### src/rtl/avalon_mem_arbiter.sv
// Avalon-MM master that arbitrates NUM_PORTS CPU-side requesters onto one memory bus,
// one transaction at a time, with an optional waitrequest timeout and registered responses.
module avalon_mem_arbiter #(
  parameter  int ADDR_W         = 32,
  parameter  int DATA_W         = 32,
  parameter  int NUM_PORTS      = 2,
  parameter  int ARB_MODE       = 0,
  parameter  int TIMEOUT_CYCLES = 0,
  localparam int BE_W           = DATA_W / 8,
  localparam int ID_W           = (NUM_PORTS > 1) ? $clog2(NUM_PORTS) : 1
) (
  input  logic                        clk,
  input  logic                        is_reset,
  input  logic [NUM_PORTS-1:0]        req,
  input  logic [NUM_PORTS-1:0]        req_write,
  input  logic [NUM_PORTS*ADDR_W-1:0] req_addr,
  input  logic [NUM_PORTS*DATA_W-1:0] req_wdata,
  input  logic [NUM_PORTS*BE_W-1:0]   req_byteenable,
  output logic [NUM_PORTS-1:0]        rsp_valid,
  output logic                        rsp_err,
  output logic [DATA_W-1:0]           rsp_rdata,
  output logic                        busy,
  output logic [ID_W-1:0]             grant_id,
  output logic [ADDR_W-1:0]           address,
  output logic                        read,
  output logic                        write,
  output logic [DATA_W-1:0]           writedata,
  output logic [BE_W-1:0]             byteenable,
  input  logic                        waitrequest,
  input  logic [DATA_W-1:0]           readdata
);

  localparam int                TO_W       = (TIMEOUT_CYCLES > 0) ? $clog2(TIMEOUT_CYCLES + 1) : 1;
  localparam logic [ADDR_W-1:0] ALIGN_MASK = ~ADDR_W'(BE_W - 1);

  typedef enum logic [1:0] {IDLE, BUS, RESP} state_t;

  state_t              state, state_next;
  logic [ID_W-1:0]     rr_ptr;
  logic [TO_W-1:0]     to_cnt;
  logic [TO_W-1:0]     to_cnt_inc;
  logic                timeout_hit;

  logic                found;
  logic [ID_W-1:0]     win;
  logic                win_write;
  logic [ADDR_W-1:0]   win_addr;
  logic [DATA_W-1:0]   win_wdata;
  logic [BE_W-1:0]     win_be;

  assign to_cnt_inc  = to_cnt + TO_W'(1);
  assign timeout_hit = (TIMEOUT_CYCLES != 0) && (to_cnt_inc == TO_W'(TIMEOUT_CYCLES));

  // Pass 0 only considers ports at or after the round-robin pointer; pass 1 wraps around.
  always_comb begin
    found     = 1'b0;
    win       = '0;
    win_write = 1'b0;
    win_addr  = '0;
    win_wdata = '0;
    win_be    = '0;
    for (int pass = 0; pass < 2; pass++) begin
      for (int i = 0; i < NUM_PORTS; i++) begin
        if (!found && req[i] && (pass == 1 || ARB_MODE == 0 || ID_W'(i) >= rr_ptr)) begin
          found     = 1'b1;
          win       = ID_W'(i);
          win_write = req_write[i];
          win_addr  = req_addr[i*ADDR_W +: ADDR_W];
          win_wdata = req_wdata[i*DATA_W +: DATA_W];
          win_be    = req_byteenable[i*BE_W +: BE_W];
        end
      end
    end
  end

  always_ff @(posedge clk or posedge is_reset) begin
    if (is_reset) state <= IDLE;
    else          state <= state_next;
  end

  always_comb begin
    state_next = state;
    case (state)
      IDLE:    if (found) state_next = BUS;
      BUS:     if (!waitrequest || timeout_hit) state_next = RESP;
      RESP:    state_next = IDLE;
      default: state_next = IDLE;
    endcase
  end

  // The read/write strobes double as the latched operation type while in BUS.
  always_ff @(posedge clk or posedge is_reset) begin
    if (is_reset) begin
      rsp_valid  <= '0;
      rsp_err    <= 1'b0;
      rsp_rdata  <= '0;
      busy       <= 1'b0;
      grant_id   <= '0;
      address    <= '0;
      read       <= 1'b0;
      write      <= 1'b0;
      writedata  <= '0;
      byteenable <= '0;
      rr_ptr     <= '0;
      to_cnt     <= '0;
    end else begin
      rsp_valid <= '0;
      case (state)
        IDLE: begin
          to_cnt <= '0;
          if (found) begin
            busy       <= 1'b1;
            grant_id   <= win;
            address    <= win_addr & ALIGN_MASK;
            writedata  <= win_wdata;
            byteenable <= win_be;
            read       <= !win_write;
            write      <= win_write;
          end
        end
        BUS: begin
          if (!waitrequest) begin
            read      <= 1'b0;
            write     <= 1'b0;
            rsp_err   <= 1'b0;
            rsp_rdata <= read ? readdata : '0;
          end else begin
            to_cnt <= to_cnt_inc;
            if (timeout_hit) begin
              read      <= 1'b0;
              write     <= 1'b0;
              rsp_err   <= 1'b1;
              rsp_rdata <= '0;
            end
          end
        end
        RESP: begin
          rsp_valid <= NUM_PORTS'(1) << grant_id;
          busy      <= 1'b0;
          to_cnt    <= '0;
          if (ARB_MODE == 1)
            rr_ptr <= (grant_id == ID_W'(NUM_PORTS - 1)) ? '0 : grant_id + ID_W'(1);
        end
        default: busy <= 1'b0;
      endcase
    end
  end

endmodule

### config.mk
export PLATFORM = sky130hd
export DESIGN_NAME = avalon_mem_arbiter
export DESIGN_NICKNAME = d
export VERILOG_FILES = /design/src/rtl/avalon_mem_arbiter.sv
export SDC_FILE = /design/constraint.sdc
export NUM_CORES = 1
export LEC_CHECK = 0
export ABC_AREA = 1
export ABC_CLOCK_PERIOD_IN_PS = 4400
export BUFFER_PORTS_ARGS = -buffer_cell sky130_fd_sc_hd__buf_4
export CAP_MARGIN = 5
export CORE_AREA = 4 4 128 130
export DETAILED_ROUTE_END_ITERATION = 8
export DIE_AREA = 0 0 132 134
export PLACE_DENSITY_LB_ADDON = 0.12
export SETUP_SLACK_MARGIN = 0.02
export SYNTH_ARGS = -nofsm -noshare
export SYNTH_HDL_FRONTEND = slang
export SYNTH_SLANG_ARGS = --single-unit
### constraint.sdc
create_clock -name clk -period 4.4 [get_ports clk]
set_input_delay 0.88 -clock clk [delete_from_list [all_inputs] [get_ports clk]]
set_output_delay 0.88 -clock clk [all_outputs]
set_load 0.01 [all_outputs]
==> results.ini <==
[timing]
hold_viol_final = 0
rsz0062_at_grt = false
fin_crit_sh_pct = 57.38
worst_pin_slew_ns = 1.117
max_freq_ghz = 0.3961
fin_skew_ns = 0.009216
period_needed_ns = 2.525
setup_tns_ns = 0
maxSlewViolCount = 0
setup_viol = 0
relSlewSlack_pct = 25.45
hold_ws_ns = 0.4791

[clocking]
clock_latency_ns = 0.34
clock_sinks = 106
cts_tree = yes
h-tree-depth = 3
clockBufferDepth = 2
cts_setup_buffers = 0
clockRootBuffer = clkbuf_16
path_clk_slew_ns = 0.06
cts_buffers = 9
cts_resized = 0
cts.hold.buffers_added = 0

[power]
clkPwrFrac_pct = 18.7
swShare_pct = 37.55
ir_worst_vdd_uv = 266.9
cellPowerDensity_mw_per_mm2 = 589.0
pwr-share-seq_pct = 37.5
switchingPower_mw = 1.646
leakage_nw = 4.264
p_comb_share_pct = 43.8
intPower_mw = 2.737

[die]
row_count = 45
ios = 282
core_area_mm2 = 0.01515
die_x_um = 132
dieArea_mm2 = 0.01769
start_util_pct = 33.45
die_h_um = 134

[outcome]
outcome = complete, no violations

[critical_path]
r2r_start = state[1]
setup.worst_path.end = writedata[13]
reg2reg_to = rsp_rdata[4]
crit_path_start_kind = input pin
cp-startpoint = req[0]
path_class = in2reg
arrival_ns = 2.80
critPathMaxStageDelay_ns = 0.59
r2r_slack_ns = 2.37
crit_required_ns = 4.68
cpMaxStageDelayCell = buf_4
cp-end-kind = register
cp_max_fo = 70
cp_cell_sequence = buf_4 -> nor2_1 -> nor2_4 -> buf_4 -> nand2_1 -> nand2_1
reg2reg_depth = 3

[cells_and_area]
area_growth_pct = 46.88
n_antenna_cell = 0
drive_gt1_share_pct = 32.54
fin_nets = 1098

[placed_design]
hpwlAfterDp_um = 11320
gp_congestion = 0.7918
portBuffers = 274

[drt]
routedWlPerCell_um = 14.50
first_iter_violations = 268
wl_um = 16180
antenna_left = 0
first_pass_iters = 4
route.detailed.drc = 0
via_per_inst = 4.521
via_count = 5045

[worst_hold_path]
hold_path.startpoint = address[22]
hp-class = reg2reg

[grt]
antenna_found_initial = 0
grt_pass1_wl_um = 25650
grt-ovfl-total = 0
grtUsageTotal_pct = 17.81
grt_max_degree = 71
grt_pass1_vias = 4850

[synth]
netlist_area_mm2 = 0.005066
synth.distinct_cells = 19
ys_ff_latch = 106
ys_seq_area_share_pct = 52.36
yosysWarnings = 0
synthCells = 679
synth.avg_cell_area_um2 = 7.461

[flow_run]
maxCapViolCount = 0

## power groups by stage
stage          Combinational, mW  Sequential (mW)  Clock [mW]
5_1_grt                     2.14             1.70       0.892
3_5_place_dp                1.96             1.65           0
3_3_place_gp                1.95             1.64           0
2_1_floorplan              0.772             1.84           0
6_report                    1.92             1.64       0.820
4_1_cts                     1.96             1.64       0.855
## Yosys cell counts, drive strengths merged
cell | instances | share of area (%)
clkbuf | 12 | 0.89
nor3 | 1 | 0.099
buf | 39 | 5.0
conb | 1 | 0.074
nor2 | 3 | 0.27
dfrtp | 106 | 52
and3 | 1 | 0.12
nand2 | 404 | 30
nand3 | 71 | 7.1
o21ai | 33 | 3.5
inv | 7 | 0.52
o31ai | 1 | 0.15
## per-stage QoR
stage	power, mW	instances	worst slack [ns]	cell area [um^2]	utilization [%]
finish	4.383	1116	1.875	7441	49.13
global route	4.729	1116	1.684	7441	49.13
CTS	4.463	1116	1.839	7441	49.13
detailed placement	3.614	1100	1.461	7136	47.11
global placement	3.597	1100	1.457	7136	47.11
floorplan	2.614	681	0.7311	5074	-
## how the worst min path moves through the flow
stage                          endpoint  slack, ns  cells after the start
after floorplan                state[0]       0.47                      1
after global placement      address[30]       0.46                      2
after detailed placement    address[30]       0.47                      2
after CTS                 writedata[29]       0.48                      2
after global routing        address[31]       0.50                      2
final                       address[22]       0.48                      2
## area by class of cell
class                      count  area (um^2)
clock buffer                  11        242.7
clock inverter                 5        62.56
fill                        1551         7705
inverter                       7        28.78
multi-input combinational    517         2102
sequential                   106         2653
tap                          188        235.2
timing repair buffer         282         2117
## state kept, by name (all words and copies together), names as in the netlist
| name | count |
|---|---|
| rsp_rdata | 32 |
| writedata | 32 |
| address | 30 |
| byteenable | 4 |
| rsp_valid | 2 |
| state | 2 |
| busy | 1 |
| grant_id | 1 |
| read | 1 |
| write | 1 |
## cell usage in the layout, fill, tap and decap left out, types with 2 or more instances in the layout
cell	n
nand3_1	70
buf_4	282
clkinvlp_4	2
nor2_1	2
clkbuf_16	9
inv_1	5
conb_1	3
dfrtp_1	106
o21ai_0	32
nand2_1	404
## per-layer routing
| metal | up-vias | routed length (um) | track usage [%] | share of wire (%) |
|---|---|---|---|---|
| li1 | 2584 | - | - | - |
| met1 | 2268 | 7313 | 23.77 | 45 |
| met2 | 178 | 7492 | 28.39 | 46 |
| met3 | 15 | 1111 | 4.801 | 6.9 |
| met4 | 0 | 263 | 5.601 | 1.6 |
| met5 | - | 0 | 0 | 0 |
## worst max-delay path: cells and delay by family
family	cells	cell delay [ns]
buf+inv	2	1.13
simple gates	4	0.70
## kinds of logic (layout without fill, tap and decap cells)
family          Yosys count  in the layout  share of synthesized area (%)
compound gates           34             34                          3.631
buf+inv                  58            305                          6.396
simple gates            480            480                          37.54
flops                   106            106                          52.36
other cells               1              3                        0.07402
(Power assumes the default switching activity.)
